$ cat config.mk
export PLATFORM = sky130hd
export DESIGN_NAME = iir_coeff_loader
export DESIGN_NICKNAME = d
export VERILOG_FILES = /design/src/rtl/iir_coeff_loader_pkg.sv /design/src/rtl/iir_coeff_loader_bank.sv /design/src/rtl/iir_coeff_loader.sv
export SDC_FILE = /design/constraint.sdc
export NUM_CORES = 1
export LEC_CHECK = 0
export CORE_MARGIN = 5
export CORE_UTILIZATION = 40
export DETAILED_ROUTE_END_ITERATION = 16
export HOLD_SLACK_MARGIN = 0.15
export PLACE_DENSITY_LB_ADDON = 0.12
export SETUP_SLACK_MARGIN = 0.5
export SLEW_MARGIN = 20
export SYNTH_ARGS = -nofsm -noshare
export SYNTH_HDL_FRONTEND = slang
export SYNTH_SLANG_ARGS = --single-unit
$ cat constraint.sdc
create_clock -name clk -period 4.1 [get_ports clk]
set_input_delay 0.615 -clock clk [delete_from_list [all_inputs] [get_ports clk]]
set_output_delay 0.615 -clock clk [all_outputs]
set_load 0.02 [all_outputs]
$ cat src/rtl/iir_coeff_loader_pkg.sv
// Shared types for the IIR coefficient loader: FSM state encoding and defaults.
package iir_coeff_loader_pkg;

    localparam int COEFF_WIDTH_DEF = 16;
    localparam int N_DEF           = 4;

    typedef enum logic [1:0] {
        ST_IDLE    = 2'd0,
        ST_LOAD    = 2'd1,
        ST_DRAIN   = 2'd2,
        ST_PENDING = 2'd3
    } state_e;

endpackage

$ cat src/rtl/iir_coeff_loader_bank.sv
// Shadow coefficient bank with indexed write, plus the active bank that iir_fb reads.
module iir_coeff_loader_bank #(
    parameter int COEFF_WIDTH = 16,
    parameter int N           = 4,
    parameter int IDX_W       = $clog2(N)
) (
    input  logic                     clk,
    input  logic                     rst,
    input  logic                     wr_en_i,
    input  logic [IDX_W-1:0]         wr_idx_i,
    input  logic [COEFF_WIDTH-1:0]   wr_data_i,
    input  logic                     commit_i,
    output logic [COEFF_WIDTH*N-1:0] active_o
);

    logic [COEFF_WIDTH*N-1:0] shadow_q;
    logic [COEFF_WIDTH*N-1:0] active_q;

    always_ff @(posedge clk) begin
        if (rst) begin
            shadow_q <= '0;
            active_q <= '0;
        end else begin
            for (int t = 0; t < N; t++) begin
                if (wr_en_i && (wr_idx_i == IDX_W'(t))) begin
                    shadow_q[COEFF_WIDTH*t +: COEFF_WIDTH] <= wr_data_i;
                end
            end
            // Whole-bank copy so the filter never sees a partially updated set.
            if (commit_i) begin
                active_q <= shadow_q;
            end
        end
    end

    assign active_o = active_q;

endmodule

$ cat src/rtl/iir_coeff_loader.sv
// Serial b-coefficient loader for iir_fb: frames words into a shadow bank, commits on sample_stb.
module iir_coeff_loader
    import iir_coeff_loader_pkg::*;
#(
    parameter int COEFF_WIDTH = COEFF_WIDTH_DEF,
    parameter int N           = N_DEF
) (
    input  logic                     clk,
    input  logic                     rst,
    input  logic                     wr_valid,
    output logic                     wr_ready,
    input  logic [COEFF_WIDTH-1:0]   wr_data,
    input  logic                     wr_last,
    input  logic                     cfg_abort,
    input  logic                     sample_stb,
    input  logic                     err_clr,
    output logic [COEFF_WIDTH*N-1:0] packed_coeffs,
    output logic                     commit_done,
    output logic                     err_len,
    output logic                     busy
);

    localparam int IDX_W = $clog2(N);

    state_e           state_q, state_d;
    logic [IDX_W-1:0] idx_q, idx_d;
    logic             err_q, err_d;
    logic             done_q;

    logic             accept;
    logic             last_slot;
    logic             err_set;
    logic             bank_wr_en;
    logic [IDX_W-1:0] bank_wr_idx;
    logic             commit;

    assign accept    = wr_valid && wr_ready && !cfg_abort;
    assign last_slot = (idx_q == IDX_W'(N - 1));

    always_ff @(posedge clk) begin
        if (rst) begin
            state_q <= ST_IDLE;
            idx_q   <= '0;
            err_q   <= 1'b0;
            done_q  <= 1'b0;
        end else begin
            state_q <= state_d;
            idx_q   <= idx_d;
            err_q   <= err_d;
            done_q  <= commit;
        end
    end

    always_comb begin
        state_d = state_q;
        idx_d   = idx_q;
        err_set = 1'b0;
        if (cfg_abort) begin
            state_d = ST_IDLE;
            idx_d   = '0;
        end else begin
            unique case (state_q)
                ST_IDLE: begin
                    if (accept) begin
                        if (wr_last) begin
                            err_set = 1'b1;
                            idx_d   = '0;
                        end else begin
                            state_d = ST_LOAD;
                            idx_d   = IDX_W'(1);
                        end
                    end
                end
                ST_LOAD: begin
                    if (accept) begin
                        if (!last_slot) begin
                            if (wr_last) begin
                                err_set = 1'b1;
                                state_d = ST_IDLE;
                                idx_d   = '0;
                            end else begin
                                idx_d = idx_q + IDX_W'(1);
                            end
                        end else begin
                            idx_d = '0;
                            if (wr_last) begin
                                state_d = ST_PENDING;
                            end else begin
                                err_set = 1'b1;
                                state_d = ST_DRAIN;
                            end
                        end
                    end
                end
                ST_DRAIN: begin
                    if (accept && wr_last) begin
                        state_d = ST_IDLE;
                    end
                end
                ST_PENDING: begin
                    if (sample_stb) begin
                        state_d = ST_IDLE;
                    end
                end
                default: begin
                    state_d = ST_IDLE;
                    idx_d   = '0;
                end
            endcase
        end
        // A new error wins over a clear arriving in the same cycle.
        err_d = err_set ? 1'b1 : (err_clr ? 1'b0 : err_q);
    end

    always_comb begin
        wr_ready    = (state_q != ST_PENDING);
        busy        = (state_q != ST_IDLE);
        bank_wr_en  = accept && ((state_q == ST_IDLE) || (state_q == ST_LOAD));
        bank_wr_idx = (state_q == ST_IDLE) ? '0 : idx_q;
        commit      = (state_q == ST_PENDING) && sample_stb && !cfg_abort;
    end

    iir_coeff_loader_bank #(
        .COEFF_WIDTH (COEFF_WIDTH),
        .N           (N),
        .IDX_W       (IDX_W)
    ) u_bank (
        .clk       (clk),
        .rst       (rst),
        .wr_en_i   (bank_wr_en),
        .wr_idx_i  (bank_wr_idx),
        .wr_data_i (wr_data),
        .commit_i  (commit),
        .active_o  (packed_coeffs)
    );

    assign commit_done = done_q;
    assign err_len     = err_q;

endmodule
==> flow_summary.toml <==
[run_status]
status = "complete, no violations"

[sta]
fmax_mhz = 389
relSlewSlack_pct = 37.6
setup_viol = 0
worst_pin_slew_ps = 931
final.setup.tns_ps = 0
maxSlewViolCount = 0
rsz0062_at_grt = "no"
hold_viol_final = 0
period_share_pct = 62.8
fin_skew_ps = 3.87
period_minus_slack_ps = 2570

[critical_path]
cp-start-kind = "input port"
cp-end-kind = "register"
worstSetupPathType = "input port to register"
slowest_stage = "nand4b_1"
crit_chain = "clkdlybuf4s50_1, nand4b_1, buf_4, nand2_1, a21oi_1"
cp_max_fo = 28
cp_top_family = "buffers and inverters"
required_ps = 4350
critPathMaxStageDelay_ps = 900
arrival_ps = 2820
critPathBufInv = 2

[power]
leakagePower_nw = 2.51
power.share.clock_pct = 49.6
pwr_density_cell_mw_per_mm2 = 425
p_seq_share_pct = 46.8
peakVddDrop_v = 0.000237
switchingPower_uw = 570
switching_share_pct = 20.2
p_total_mw = 2.82
p_int_mw = 2.25
combPwrFrac_pct = 3.6

[die]
die_h_um = 123
num_io_pins = 91
initial_core_util_pct = 40.6
dieArea_mm2 = 0.0151
rows = 41
fp.coreArea_mm2 = 0.0126
dieWidth_um = 123

[detailed_routing]
ant_nets = 0
vias_per_cell = 4.77
firstDrtPassIters = 4
wire_per_inst_um = 15.1
finalWirelength_um = 12200
drc = 0
vias = 3862
drtIter0Drc = 280

[flow_run]
max_cap_violations = 0

[global_routing]
grt_pass1_vias = 3760
grt_pass1_wl_um = 19400
grtUsageTotal_pct = 17.1
grt_antenna_before_repair = 0
grt_start_max_net_pins = 101
grt-ovfl-total = 0

[logic_synthesis]
synth_xor_xnor_area_share_pct = 0
syn-num-nets = 576
synth_fa_ha_area_share_pct = 0.736
ys_types = 35
synth_top_family_by_area = "simple AND/OR/NAND/NOR gates"
synthMuxAreaShare_pct = 13.0
synth_cells = 550
ys_seq_area_share_pct = 52.6
ys.warnings.count = 0
synth-simple-area-share_pct = 22.4
synth_compound_area_share_pct = 7.53
avgSynthCellArea_um2 = 9.28
ys_seq_elements = 134
synth.cell_area_mm2 = 0.00510

[layout]
drive_above_1_share_pct = 6.12
nNetsFinal = 652
area_growth_pct = 30.1
register_area_mm2 = 0.00268
layout_commonest_cell = "dfxtp_1"
n_antenna_cell = 0
multi_input_area_mm2 = 0.00223
final.fill_count = 1192
final_cell_mix = "134 x dfxtp_1, 131 x nand2_1, 89 x clkdlybuf4s50_1, 80 x nand2b_1"
stdcell_count = 809

[cts]
cts.sinks = 134
tritoncts = "built"
cts.repair.resized = 0
clk_pin_slew_ps = 50
cts_buffers = 17
cts_buffer_depth = 2
cts_root_buffer = "clkbuf_16"
clock_latency_ps = 410
post-cts-setup-buffer-count = 0
htree_levels = 4
cts_hold_buf = 0

[placement]
hpwl_um = 7990
dp.cells = 779
place_congestion = 0.731
io_buffers = 90

[worst_hold_path]
hold_class = "register to register"
## synth_stat cells, drive strengths merged
master	number	area, um2
nor3b	3	27.5
o21ai	1	5.00
or4	1	7.51
a22o	1	8.76
buf	23	119
nand2	132	498
a2111oi	1	8.76
nor2	3	11.3
a21oi	65	325
clkbuf	17	63.8
o211ai	1	7.51
or3	2	12.5
or2	1	6.26
nor4bb	1	10.0
and4b	1	10.0
inv	3	11.3
nor3	2	10.0
a211oi	2	20.0
mux2	1	11.3
dfxtp	134	2680
nor2b	1	6.26
ha	3	37.5
nand4b	3	26.3
nand3b	1	7.51
or3b	1	8.76
nand2b	80	500
o311ai	1	8.76
mux2i	65	651
## per-stage QoR
stage	util [%]	setup WS (ps)	area, um2	hold slack, ps
after global placement	48.5	1160	6090	438
after floorplan	-	2320	5100	432
final	52.8	1530	6640	451
after detailed placement	48.5	1130	6090	446
after CTS	52.8	1560	6640	453
after global routing	52.8	1350	6640	468
## per-layer routing
metal	share of wire [%]	wire (um)	up-vias	GRT usage (%)
li1	-	-	1956	-
met1	45	5520	1815	20.7
met2	50	6090	76	28.9
met3	3.6	439	15	4.44
met4	1.3	163	0	7.14
met5	0	0	-	0
## state kept, by name (all words and copies together), names as in the netlist
| name | count |
|---|---|
| state_q | 2 |
| err_len | 1 |
| idx_q | 2 |
| u_bank.shadow_q | 64 |
| commit_done | 1 |
| u_bank.active_o | 64 |
## worst paths after layout
check | startpoint | end | slack, ps | cells after the start
worst max register to register | state_q[1]$_SDFFE_PP0P_ | u_bank.active_o[28]$_SDFFE_PP0P_ | 1830 | 4
worst max-delay path | cfg_abort | u_bank.active_o[28]$_SDFFE_PP0P_ | 1530 | 5
worst min-delay path | u_bank.shadow_q[39]$_SDFFE_PP0P_ | u_bank.active_o[39]$_SDFFE_PP0P_ | 450 | 2
worst min register to register | u_bank.shadow_q[39]$_SDFFE_PP0P_ | u_bank.active_o[39]$_SDFFE_PP0P_ | 450 | 2
## worst register-to-register path, cell delays in order, from the launching register on
cell and delay [ps]:
dfxtp_1 580, nand4b_1 820, buf_4 550, nand2_1 110, a21oi_1 60
## power by group through the flow
| stage | sequential (mW) | clock [mW] | combinational, mW |
|---|---|---|---|
| 2_1_floorplan | 1.34 | 0 | 0.0585 |
| 3_3_place_gp | 1.35 | 0 | 0.103 |
| 3_5_place_dp | 1.35 | 0 | 0.104 |
| 4_1_cts | 1.32 | 1.43 | 0.104 |
| 5_1_grt | 1.32 | 1.49 | 0.111 |
| 6_report | 1.32 | 1.40 | 0.102 |
## cell type report
class                      instances  share of cell area [%]
inverter                           3                   0.170
clock inverter                     4                   0.679
clock buffer                      26                    7.52
timing repair buffer              97                    14.3
multi-input combinational        373                    33.6
tap                              172                    3.24
sequential                       134                    40.4
## logic make-up (layout without fill, tap and decap cells)
group,Yosys count,after routing
compound gates,72,72
fa+ha+maj,3,3
buf+inv,43,130
flops,134,134
mux,66,66
simple gates,232,232
No activity file was read; power rests on OpenSTA's default activity.
